File: config.mk
export PLATFORM = sky130hd
export DESIGN_NAME = sq_encoder_flat
export DESIGN_NICKNAME = d
export VERILOG_FILES = /design/src/rtl/sq_pkg.sv /design/src/rtl/sq_encoder_if.sv /design/src/rtl/sq_code_lookup.sv /design/src/rtl/sq_encoder.sv /design/src/flat_wrapper.sv
export SDC_FILE = /design/constraint.sdc
export NUM_CORES = 1
export LEC_CHECK = 0
export ABC_AREA = 1
export CORE_AREA = 2 2 124 126
export CTS_BUF_LIST = sky130_fd_sc_hd__clkbuf_4
export CTS_CLUSTER_DIAMETER = 60
export DETAILED_ROUTE_END_ITERATION = 8
export DIE_AREA = 0 0 126 128
export DONT_BUFFER_PORTS = 1
export PLACE_DENSITY_LB_ADDON = 0.15
export SLEW_MARGIN = 20
export SYNTH_ARGS = -nofsm -noshare
export SYNTH_HDL_FRONTEND = slang
export SYNTH_SLANG_ARGS = --single-unit
File: constraint.sdc
create_clock -name clk -period 5.8 [get_ports clk]
set_input_delay 1.16 -clock clk [delete_from_list [all_inputs] [get_ports clk]]
set_output_delay 1.16 -clock clk [all_outputs]
set_load 0.05 [all_outputs]
File: src/rtl/sq_pkg.sv
// Shared types and sizing for the SQ canonical-Huffman encoder/decoder pair.
package sq_pkg;

  localparam int unsigned SYM_W   = 4;
  localparam int unsigned MAX_LEN = 4;
  localparam int unsigned TAB_N   = 16;
  localparam int unsigned CNT_W   = 16;
  localparam int unsigned NIB_W   = 4;
  localparam int unsigned N_W     = 5;
  localparam int unsigned LEN_W   = $clog2(MAX_LEN + 1);
  localparam int unsigned IDX_W   = $clog2(MAX_LEN);

  typedef enum logic [2:0] {
    IDLE,
    CFG,
    FETCH,
    LOOKUP,
    SHIFT,
    NEXT,
    DONE
  } state_t;

  typedef struct packed {
    logic [LEN_W-1:0]   len;
    logic [MAX_LEN-1:0] code;
  } code_len_t;

  // Total number of codes; deliberately 5-bit so oversized count sets wrap
  function automatic logic [N_W-1:0] count_sum(input logic [MAX_LEN*NIB_W-1:0] counts);
    logic [N_W-1:0] s;
    s = '0;
    for (int i = 0; i < int'(MAX_LEN); i++) begin
      s = s + N_W'(counts[i*NIB_W +: NIB_W]);
    end
    return s;
  endfunction

endpackage

File: src/rtl/sq_encoder_if.sv
// FIFO read port and bit-sink handshake of the SQ encoder.
interface sq_encoder_if;
  import sq_pkg::*;

  logic [SYM_W-1:0] rdata;
  logic             rempty;
  logic             rinc;
  logic             code_bit;
  logic             bit_valid;
  logic             bit_ready;

  modport master (
    input  rdata, rempty, bit_ready,
    output rinc, code_bit, bit_valid
  );

  modport slave (
    output rdata, rempty, bit_ready,
    input  rinc, code_bit, bit_valid
  );

endinterface

File: src/rtl/sq_code_lookup.sv
// Combinational canonical-code lookup: symbol -> (code, length) via table index.
module sq_code_lookup
  import sq_pkg::*;
(
  input  logic [SYM_W-1:0]         symbol,
  input  logic [TAB_N*SYM_W-1:0]   sym_table,
  input  logic [MAX_LEN*NIB_W-1:0] counts,
  input  logic [N_W-1:0]           n_codes,
  output logic                     found,
  output code_len_t                cl
);

  always_comb begin : p_lookup
    logic               hit;
    logic [N_W-1:0]     idx;
    logic [MAX_LEN-1:0] fc;
    logic [N_W-1:0]     fi;
    logic [N_W-1:0]     cnt;

    hit   = 1'b0;
    idx   = '0;
    fc    = '0;
    fi    = '0;
    cnt   = '0;
    found = 1'b0;
    cl    = '0;

    // Scan downward so the lowest matching index is the one that sticks
    for (int k = int'(TAB_N) - 1; k >= 0; k--) begin
      if ((N_W'(k) < n_codes) && (sym_table[k*SYM_W +: SYM_W] == symbol)) begin
        hit = 1'b1;
        idx = N_W'(k);
      end
    end

    // Walk lengths, propagating first code and first index even through empty lengths
    for (int l = 0; l < int'(MAX_LEN); l++) begin
      cnt = N_W'(counts[l*NIB_W +: NIB_W]);
      if (hit && !found && (idx >= fi) && (idx < fi + cnt)) begin
        found   = 1'b1;
        cl.len  = LEN_W'(l + 1);
        cl.code = fc + MAX_LEN'(idx - fi);
      end
      fc = MAX_LEN'((fc + MAX_LEN'(cnt)) << 1);
      fi = fi + cnt;
    end
  end

endmodule

File: src/rtl/sq_encoder.sv
// SQ canonical-Huffman encoder: FIFO symbols in, MSB-first code bits out.
module sq_encoder
  import sq_pkg::*;
(
  input  logic                     clk,
  input  logic                     rst,
  input  logic                     start,
  input  logic [CNT_W-1:0]         sym_total,
  input  logic [TAB_N*SYM_W-1:0]   CCL_code_sq,
  input  logic [MAX_LEN*NIB_W-1:0] CCL_count_sq,
  sq_encoder_if.master             bus,
  output logic                     busy,
  output logic                     fin,
  output logic                     err
);

  state_t                   state_q;
  logic [TAB_N*SYM_W-1:0]   tab_q;
  logic [MAX_LEN*NIB_W-1:0] cnt_q;
  logic [CNT_W-1:0]         total_q;
  logic [CNT_W-1:0]         sym_cnt_q;
  logic [SYM_W-1:0]         sym_q;
  logic [MAX_LEN-1:0]       code_q;
  logic [IDX_W-1:0]         bit_idx_q;
  logic                     code_bit_q;
  logic                     bit_valid_q;

  logic [N_W-1:0]           n_codes_c;
  logic                     last_sym_c;
  logic                     lk_found_c;
  code_len_t                lk_cl_c;
  logic [IDX_W-1:0]         first_idx_c;

  assign n_codes_c   = count_sum(cnt_q);
  assign last_sym_c  = (sym_cnt_q + CNT_W'(1)) == total_q;
  assign first_idx_c = IDX_W'(lk_cl_c.len - LEN_W'(1));

  sq_code_lookup u_lookup (
    .symbol    (sym_q),
    .sym_table (tab_q),
    .counts    (cnt_q),
    .n_codes   (n_codes_c),
    .found     (lk_found_c),
    .cl        (lk_cl_c)
  );

  // Pop decode: the head is consumed on the edge that captures it, never when empty
  assign bus.rinc = ((state_q == FETCH) || ((state_q == NEXT) && !last_sym_c)) && !bus.rempty;

  assign bus.code_bit  = code_bit_q;
  assign bus.bit_valid = bit_valid_q;

  always_ff @(posedge clk) begin
    if (rst) begin
      state_q     <= IDLE;
      tab_q       <= '0;
      cnt_q       <= '0;
      total_q     <= '0;
      sym_cnt_q   <= '0;
      sym_q       <= '0;
      code_q      <= '0;
      bit_idx_q   <= '0;
      code_bit_q  <= 1'b0;
      bit_valid_q <= 1'b0;
      busy        <= 1'b0;
      fin         <= 1'b0;
      err         <= 1'b0;
    end else begin
      fin <= 1'b0;
      case (state_q)
        IDLE: begin
          if (start) begin
            tab_q     <= CCL_code_sq;
            cnt_q     <= CCL_count_sq;
            total_q   <= sym_total;
            sym_cnt_q <= '0;
            err       <= 1'b0;
            busy      <= 1'b1;
            state_q   <= CFG;
          end
        end
        CFG: begin
          if (n_codes_c > N_W'(TAB_N)) begin
            err     <= 1'b1;
            fin     <= 1'b1;
            busy    <= 1'b0;
            state_q <= DONE;
          end else if (total_q == '0) begin
            fin     <= 1'b1;
            busy    <= 1'b0;
            state_q <= DONE;
          end else begin
            state_q <= FETCH;
          end
        end
        FETCH: begin
          if (!bus.rempty) begin
            sym_q   <= bus.rdata;
            state_q <= LOOKUP;
          end
        end
        LOOKUP: begin
          if (lk_found_c) begin
            code_q      <= lk_cl_c.code;
            bit_idx_q   <= first_idx_c;
            code_bit_q  <= lk_cl_c.code[first_idx_c];
            bit_valid_q <= 1'b1;
            state_q     <= SHIFT;
          end else begin
            err     <= 1'b1;
            state_q <= NEXT;
          end
        end
        SHIFT: begin
          // bit_valid is high throughout, so ready alone marks a transfer
          if (bus.bit_ready) begin
            if (bit_idx_q == '0) begin
              bit_valid_q <= 1'b0;
              code_bit_q  <= 1'b0;
              state_q     <= NEXT;
            end else begin
              bit_idx_q  <= bit_idx_q - IDX_W'(1);
              code_bit_q <= code_q[bit_idx_q - IDX_W'(1)];
            end
          end
        end
        NEXT: begin
          sym_cnt_q <= sym_cnt_q + CNT_W'(1);
          if (last_sym_c) begin
            fin     <= 1'b1;
            busy    <= 1'b0;
            state_q <= DONE;
          end else if (!bus.rempty) begin
            sym_q   <= bus.rdata;
            state_q <= LOOKUP;
          end else begin
            state_q <= FETCH;
          end
        end
        DONE: begin
          state_q <= IDLE;
        end
        default: begin
          state_q <= IDLE;
        end
      endcase
    end
  end

endmodule

File: src/flat_wrapper.sv
// flat-port wrapper written by rule: the top's interface ports become plain ports
module sq_encoder_flat import sq_pkg::*;
  (clk, rst, start, sym_total, CCL_code_sq, CCL_count_sq, busy, fin, err, bus_rdata, bus_rempty, bus_bit_ready, bus_rinc, bus_code_bit, bus_bit_valid);
  sq_encoder_if bus_i ();
  input  logic clk;
  input  logic rst;
  input  logic start;
  input  logic [CNT_W-1:0] sym_total;
  input  logic [TAB_N*SYM_W-1:0] CCL_code_sq;
  input  logic [MAX_LEN*NIB_W-1:0] CCL_count_sq;
  output logic busy;
  output logic fin;
  output logic err;
  input wire logic [$bits(bus_i.rdata)-1:0] bus_rdata;
  input wire logic [$bits(bus_i.rempty)-1:0] bus_rempty;
  input wire logic [$bits(bus_i.bit_ready)-1:0] bus_bit_ready;
  output wire logic [$bits(bus_i.rinc)-1:0] bus_rinc;
  output wire logic [$bits(bus_i.code_bit)-1:0] bus_code_bit;
  output wire logic [$bits(bus_i.bit_valid)-1:0] bus_bit_valid;
  assign bus_i.rdata = bus_rdata;
  assign bus_i.rempty = bus_rempty;
  assign bus_i.bit_ready = bus_bit_ready;
  assign bus_rinc = bus_i.rinc;
  assign bus_code_bit = bus_i.code_bit;
  assign bus_bit_valid = bus_i.bit_valid;
  sq_encoder u_core (.clk(clk), .rst(rst), .start(start), .sym_total(sym_total), .CCL_code_sq(CCL_code_sq), .CCL_count_sq(CCL_count_sq), .bus(bus_i), .busy(busy), .fin(fin), .err(err));
endmodule
==> results of run 1 <==
-- Yosys cell counts (4+ instances only) --
master | number | area [um2]
nand2_1 | 136 | 510
nand3_1 | 39 | 195
o211ai_1 | 4 | 30.0
nor2_1 | 58 | 218
dfxtp_1 | 130 | 2600
o21ai_1 | 5 | 25.0
o21ai_0 | 114 | 571
ha_1 | 34 | 425
clkbuf_1 | 37 | 139
xnor2_1 | 33 | 289
a21oi_1 | 139 | 696
xor2_1 | 58 | 508
or2_2 | 6 | 37.5
fa_1 | 12 | 240
inv_1 | 171 | 642
nor4_1 | 13 | 81.3
nor2_2 | 4 | 25.0
nand4_1 | 17 | 106
buf_2 | 7 | 35.0
nand2_2 | 12 | 75.1
inv_2 | 6 | 22.5
nor3_1 | 7 | 35.0
-- critical path: cells and delay by family, from the launching register on --
kind / cells / cell delay [ns]
AOI/OAI and AO/OA: 7 / 0.90
and+or+nand+nor: 8 / 0.68
xor gates and xnor gates: 2 / 0.32
adders and majority gates: 7 / 2.79
DFF: 1 / 0.35
buffers and inverters: 6 / 0.62
-- sequential cells by signal, indices dropped and copies added, names as in the netlist --
| register | cells |
|---|---|
| u_core.code_q | 4 |
| u_core.bit_idx_q | 2 |
| u_core.fin | 1 |
| u_core.bus.code_bit | 1 |
| u_core.total_q | 16 |
| u_core.sym_cnt_q | 16 |
| u_core.err | 1 |
| u_core.state_q | 3 |
| u_core.bus.bit_valid | 1 |
| u_core.tab_q | 64 |
| u_core.busy | 1 |
| u_core.cnt_q | 16 |
| u_core.sym_q | 4 |
-- layer usage --
metal | GRT usage, % | wire length, um
met5 | 0 | 0
met3 | 6.05 | 1010
met4 | 8.86 | 391
met2 | 38.2 | 8630
met1 | 30.5 | 8870
-- final timing paths --
kind,end,cells past startpoint,start
max reg2reg,u_core.code_q[3]$_SDFFE_PP0P_,30,u_core.cnt_q[4]$_SDFFE_PP0P_
min,u_core.sym_cnt_q[4]$_SDFFE_PP0P_,2,u_core.sym_cnt_q[4]$_SDFFE_PP0P_
max,u_core.code_q[3]$_SDFFE_PP0P_,30,u_core.cnt_q[4]$_SDFFE_PP0P_
min reg2reg,u_core.sym_cnt_q[4]$_SDFFE_PP0P_,2,u_core.sym_cnt_q[4]$_SDFFE_PP0P_
-- what timing repair did --
| action | 4_1_cts | 5_1_grt |
|---|---|---|
| gates resized for setup | 14 | 59 |
| setup buffers | 0 | 8 |
| setup endpoints to repair | 7 | 10 |
| pin swaps | 16 | 54 |
-- stage by stage --
step	TNS (ns)	hold WS (ns)	utilization (%)
after floorplan	0	0.427	-
after detailed placement	-0.340	0.444	57.6
after global placement	-0.0617	0.442	57.6
after CTS	0	0.465	59.7
after global routing	-1.27	0.482	61.4
final	0	0.461	61.4
-- kinds of logic (layout without fill, tap and decap cells) --
family / after synthesis / count (layout) / synth area share, %
other cells: 0 / 2 / 0
fa+ha+maj: 46 / 46 / 8.43
simple gates: 309 / 309 / 18.6
flops: 130 / 130 / 33.0
compound gates: 282 / 282 / 18.8
xor+xnor: 92 / 92 / 10.3
buf+inv: 225 / 289 / 10.9
-- area by class of cell --
type	count	area (um2)
Fill cell	1435	5740
Clock buffer	20	150
Antenna cell	2	5.00
Timing Repair Buffer	79	632
Tap cell	188	235
Sequential cell	130	2610
Multi-Input combinational cell	729	4710
Clock inverter	12	109
Inverter	178	673
==> results_dict.tcl, run 1 <==
set metrics [dict create \
    outcome "finished, final reports clean" \
    firstDrtPassIters 5 \
    detail-route-antenna-nets 0 \
    dp_cells 1296 \
    first_global_vias 6360 \
    fin_crit_sh_pct 99.2 \
    grt_setup_unrepaired "yes" \
    syn_area_um2 7900 \
    area_growth_syn_to_layout_pct 15.5 \
    hp-class "reg2reg" \
    final_cell_mix "inv_1 (161), a21oi_1 (136), dfxtp_1 (126)" \
    syn-num-nets 1235 \
    place_area_um2 8560 \
    yosysWarningCount 0 \
    stdcell_area_um2 9130 \
    start_util_pct 53.1 \
    async_flop_share_pct 0 \
    drt_iter0_drc 331 \
    die_width_um 126 \
    fin_crit_ns 5.75 \
    netlist_instances 1084 \
    grt_max_degree 91 \
    setup_slack_ns 0.0487 \
    grt.total_usage_pct 23.6 \
    antenna_found_initial 2 \
    worstPathRequired_ns 6.28 \
    cts_hold_buf 0 \
    maxSlewViolCount 0 \
    crit_arrival_ns 6.23 \
    wl_per_cell_um 14.1 \
    cts_tree "built" \
    end_kind "register" \
    hold_viol 0 \
    avgSynthCellArea_um2 7.29 \
    ios 111 \
    ys_types 50 \
    cts.sinks 130 \
    seq_area_frac_synth_pct 33.0 \
    slowest_delay_ns 0.62 \
    finalClockSkew_ns 0.0238 \
    finalNetCount 1286 \
    r2r_setup_slack_ns 0.05 \
    relSlewSlack_pct 44.4 \
    die_y_um 128 \
    cts_buffers 17 \
    ys.flop_type "dfxtp_1" \
    synth_seq_cells 130 \
    pre_cts_ws_ns -0.174 \
    fp.dieArea_um2 16100 \
    root_buffer "clkbuf_4" \
    worstSetupPathType "reg2reg" \
    clk_latency_ns 0.58 \
    drc_errors 0 \
    worst_slew_pin_slew_ns 0.834 \
    maxCapViolations 0 \
    routed_via_density 5.14 \
    cp-start-kind "register" \
    place_hpwl_mm 14.3 \
    drt-total-wl_mm 18.9 \
    clk_pin_slew_ns 0.12 \
    worst-path-max-fanout 5 \
    post_layout_nonfiller_instances 1338 \
    drive_gt1_share_pct 19.2 \
    synth_edf_count 0 \
    io_buffer_count 0 \
    num_rows 45 \
    design.core.area_um2 14900 \
    cts_buffer_depth 2 \
    overflow 0 \
    crit_slowest_cell "fa_2" \
    vias 6882 \
    globalplace.congestion 0.898 \
    finalSetupViolations 0 \
    fmax_mhz 174 \
    grt_pass1_wl_mm 30.4 \
    cts_max_level 4 \
    layout.cells.most_common "inv_1" \
]
Power of run 1 is left out: the tool's default activity adds up to more than one toggle a clock period on the data nets, which glitch-free logic cannot reach.
==> run 2: changes to the inputs <==
--- a/config.mk
+++ b/config.mk
@@ -11,7 +11,6 @@
 export CTS_CLUSTER_DIAMETER = 60
 export DETAILED_ROUTE_END_ITERATION = 8
 export DIE_AREA = 0 0 126 128
-export DONT_BUFFER_PORTS = 1
 export PLACE_DENSITY_LB_ADDON = 0.15
 export SLEW_MARGIN = 20
 export SYNTH_ARGS = -nofsm -noshare
==> constraint.sdc (replaced) <==
create_clock -name clk -period 5.3 [get_ports clk]
set_input_delay 1.06 -clock clk [delete_from_list [all_inputs] [get_ports clk]]
set_output_delay 1.06 -clock clk [all_outputs]
set_load 0.05 [all_outputs]
==> run 2 against run 1 <==
Net effect:
- final cell count grew 10%
- die area is the same
- critical endpoint unchanged
- the flow now finishes with violations (setup timing)
- first-iteration DRC count grew 41%
- setup slack lost 0.53 ns
- clock skew shrank 0.0039 ns
==> results_dict.tcl, run 2 (same netlist as run 1, synthesis figures left out) <==
set metrics [dict create \
    worst_slew_pin_slew_ns 0.666 \
    crit_slowest_cell "fa_2" \
    cts_max_level 4 \
    reg2reg_from "u_core.cnt_q[4]$_SDFFE_PP0P_" \
    firstDrtPassIters 6 \
    slowest_delay_ns 0.55 \
    crit_family "adder cells" \
    outcome "finished with violations" \
    wl_met1_mm 9.29 \
    worstSetupPathType "reg2reg" \
    wl_per_cell_um 14.0 \
    drt-total-wl_mm 20.6 \
    finalClockSkew_ns 0.0199 \
    first_global_vias 7013 \
    maxCapViolations 0 \
    cts_buffer_depth 2 \
    grt_setup_unrepaired "yes" \
    finalSetupViolations 10 \
    antenna_found_initial 1 \
    place_area_um2 9860 \
    r2r_end "u_core.code_q[3]$_SDFFE_PP0P_" \
    fin_crit_sh_pct 109 \
    fin_crit_ns 5.78 \
    clk_latency_ns 0.57 \
    layout.cells.most_common "inv_1" \
    largest_register_ffs 64 \
    place_hpwl_mm 14.9 \
    start_util_pct 53.1 \
    num-fill-cells 1212 \
    hold_viol 0 \
    setup_slack_ns -0.483 \
    crit_top_cell "nand2_1" \
    final_cell_mix "inv_1 (163), a21oi_1 (135), nand2_1 (127)" \
    cts.sinks 130 \
    detail-route-antenna-nets 0 \
    maxSlewViolCount 0 \
    num_rows 45 \
    die_y_um 128 \
    relSlewSlack_pct 55.6 \
    grt_max_degree 78 \
    die_width_um 126 \
    fmax_mhz 173 \
    routed-wl-met2_mm 9.91 \
    drive_gt1_share_pct 18.9 \
    cts_tree "built" \
    worstPathRequired_ns 5.78 \
    overflow 0 \
    grt.total_usage_pct 25.0 \
    routed_via_density 5.12 \
    min-delay-start "u_core.cnt_q[11]$_SDFFE_PP0P_" \
    tns_ns -2.87 \
    ios 111 \
    finalNetCount 1421 \
    regMostFlops "u_core.tab_q" \
    pre_cts_ws_ns -0.454 \
    fin_util_pct 70.8 \
    hp-class "reg2reg" \
    end_kind "register" \
    fp.dieArea_um2 16100 \
    crit_buf_inv 6 \
    io_buffer_count 110 \
    dr_wl_met3_um 914 \
    grt_pass1_wl_mm 32.7 \
    root_buffer "clkbuf_4" \
    drt_iter0_drc 468 \
    drc_errors 0 \
    crit_arrival_ns 6.26 \
    worstRegToRegCells 40 \
    globalplace.congestion 0.918 \
    hold_depth 2 \
    r2r_setup_slack_ns -0.48 \
    design.core.area_um2 14900 \
    hold_end "u_core.cnt_q[11]$_SDFFE_PP0P_" \
    cp-start-kind "register" \
    worst-path-max-fanout 4 \
    vias 7541 \
    area_growth_syn_to_layout_pct 33.3 \
    dr.max_layer_used "met4" \
    clk_pin_slew_ns 0.13 \
    cts_buffers 17 \
    violations "setup timing" \
    stdcell_area_um2 10500 \
]
## run 2: what timing repair did
item,4_1_cts,5_1_grt
hold buffers,0,0
pin swaps,17,15
gates resized for setup,29,32
buffers inserted,7,6
cloned,1,0
setup endpoints to repair,11,11
## run 2: final cells by class
cell class                 count  area [um2]  area share, %
multi-input combinational    730        4780           45.4
sequential                   130        2610           24.8
timing repair buffer         213        1910           18.2
inverter                     178         671           6.37
tap                          188         235           2.23
clock inverter                14         184           1.75
clock buffer                  18         135           1.28
antenna                        1        2.50         0.0238
## run 2: how the worst max path moves through the flow
stage / depth (start not counted) / to / startpoint / slack [ns]
floorplan: 37 / u_core.bus.code_bit$_SDFFE_PP0P_ / u_core.cnt_q[4]$_SDFFE_PP0P_ / -0.17
global placement: 32 / u_core.bus.code_bit$_SDFFE_PP0P_ / u_core.cnt_q[4]$_SDFFE_PP0P_ / -0.26
detailed placement: 32 / u_core.bus.code_bit$_SDFFE_PP0P_ / u_core.cnt_q[4]$_SDFFE_PP0P_ / -0.45
CTS: 37 / u_core.bus.code_bit$_SDFFE_PP0P_ / u_core.cnt_q[4]$_SDFFE_PP0P_ / -0.42
global route: 37 / u_core.bus.code_bit$_SDFFE_PP0P_ / u_core.cnt_q[4]$_SDFFE_PP0P_ / -0.80
finish: 40 / u_core.code_q[3]$_SDFFE_PP0P_ / u_core.cnt_q[4]$_SDFFE_PP0P_ / -0.48
## run 2: routing by layer
| metal | track usage [%] | vias to the layer above |
|---|---|---|
| li1 | - | 3884 |
| met1 | 32.5 | 3434 |
| met2 | 42.2 | 184 |
| met3 | 5.30 | 39 |
| met4 | 7.24 | 0 |
| met5 | 0 | - |
## run 2: stage by stage
step | hold slack, ns | std cells
after floorplan | 0.427 | 1084
after global placement | 0.445 | 1425
after detailed placement | 0.443 | 1425
after CTS | 0.466 | 1465
after global routing | 0.477 | 1472
final | 0.463 | 1472
## run 2: tightest hold or removal path: stages, from the launching register on
cell	delay, ns
dfxtp_1	0.33
inv_1	0.05
a21oi_1	0.05
Power of run 2 is left out for the same reason.
==> run 3: changes to the inputs <==
--- a/config.mk
+++ b/config.mk
@@ -6,6 +6,7 @@
 export NUM_CORES = 1
 export LEC_CHECK = 0
 export ABC_AREA = 1
+export CAP_MARGIN = 20
 export CORE_AREA = 2 2 124 126
 export CTS_BUF_LIST = sky130_fd_sc_hd__clkbuf_4
 export CTS_CLUSTER_DIAMETER = 60
==> results of run 3 <==
Same layout as run 2: the final DEF is identical, and so are final timing and power.
Power of run 3 is left out for the same reason.
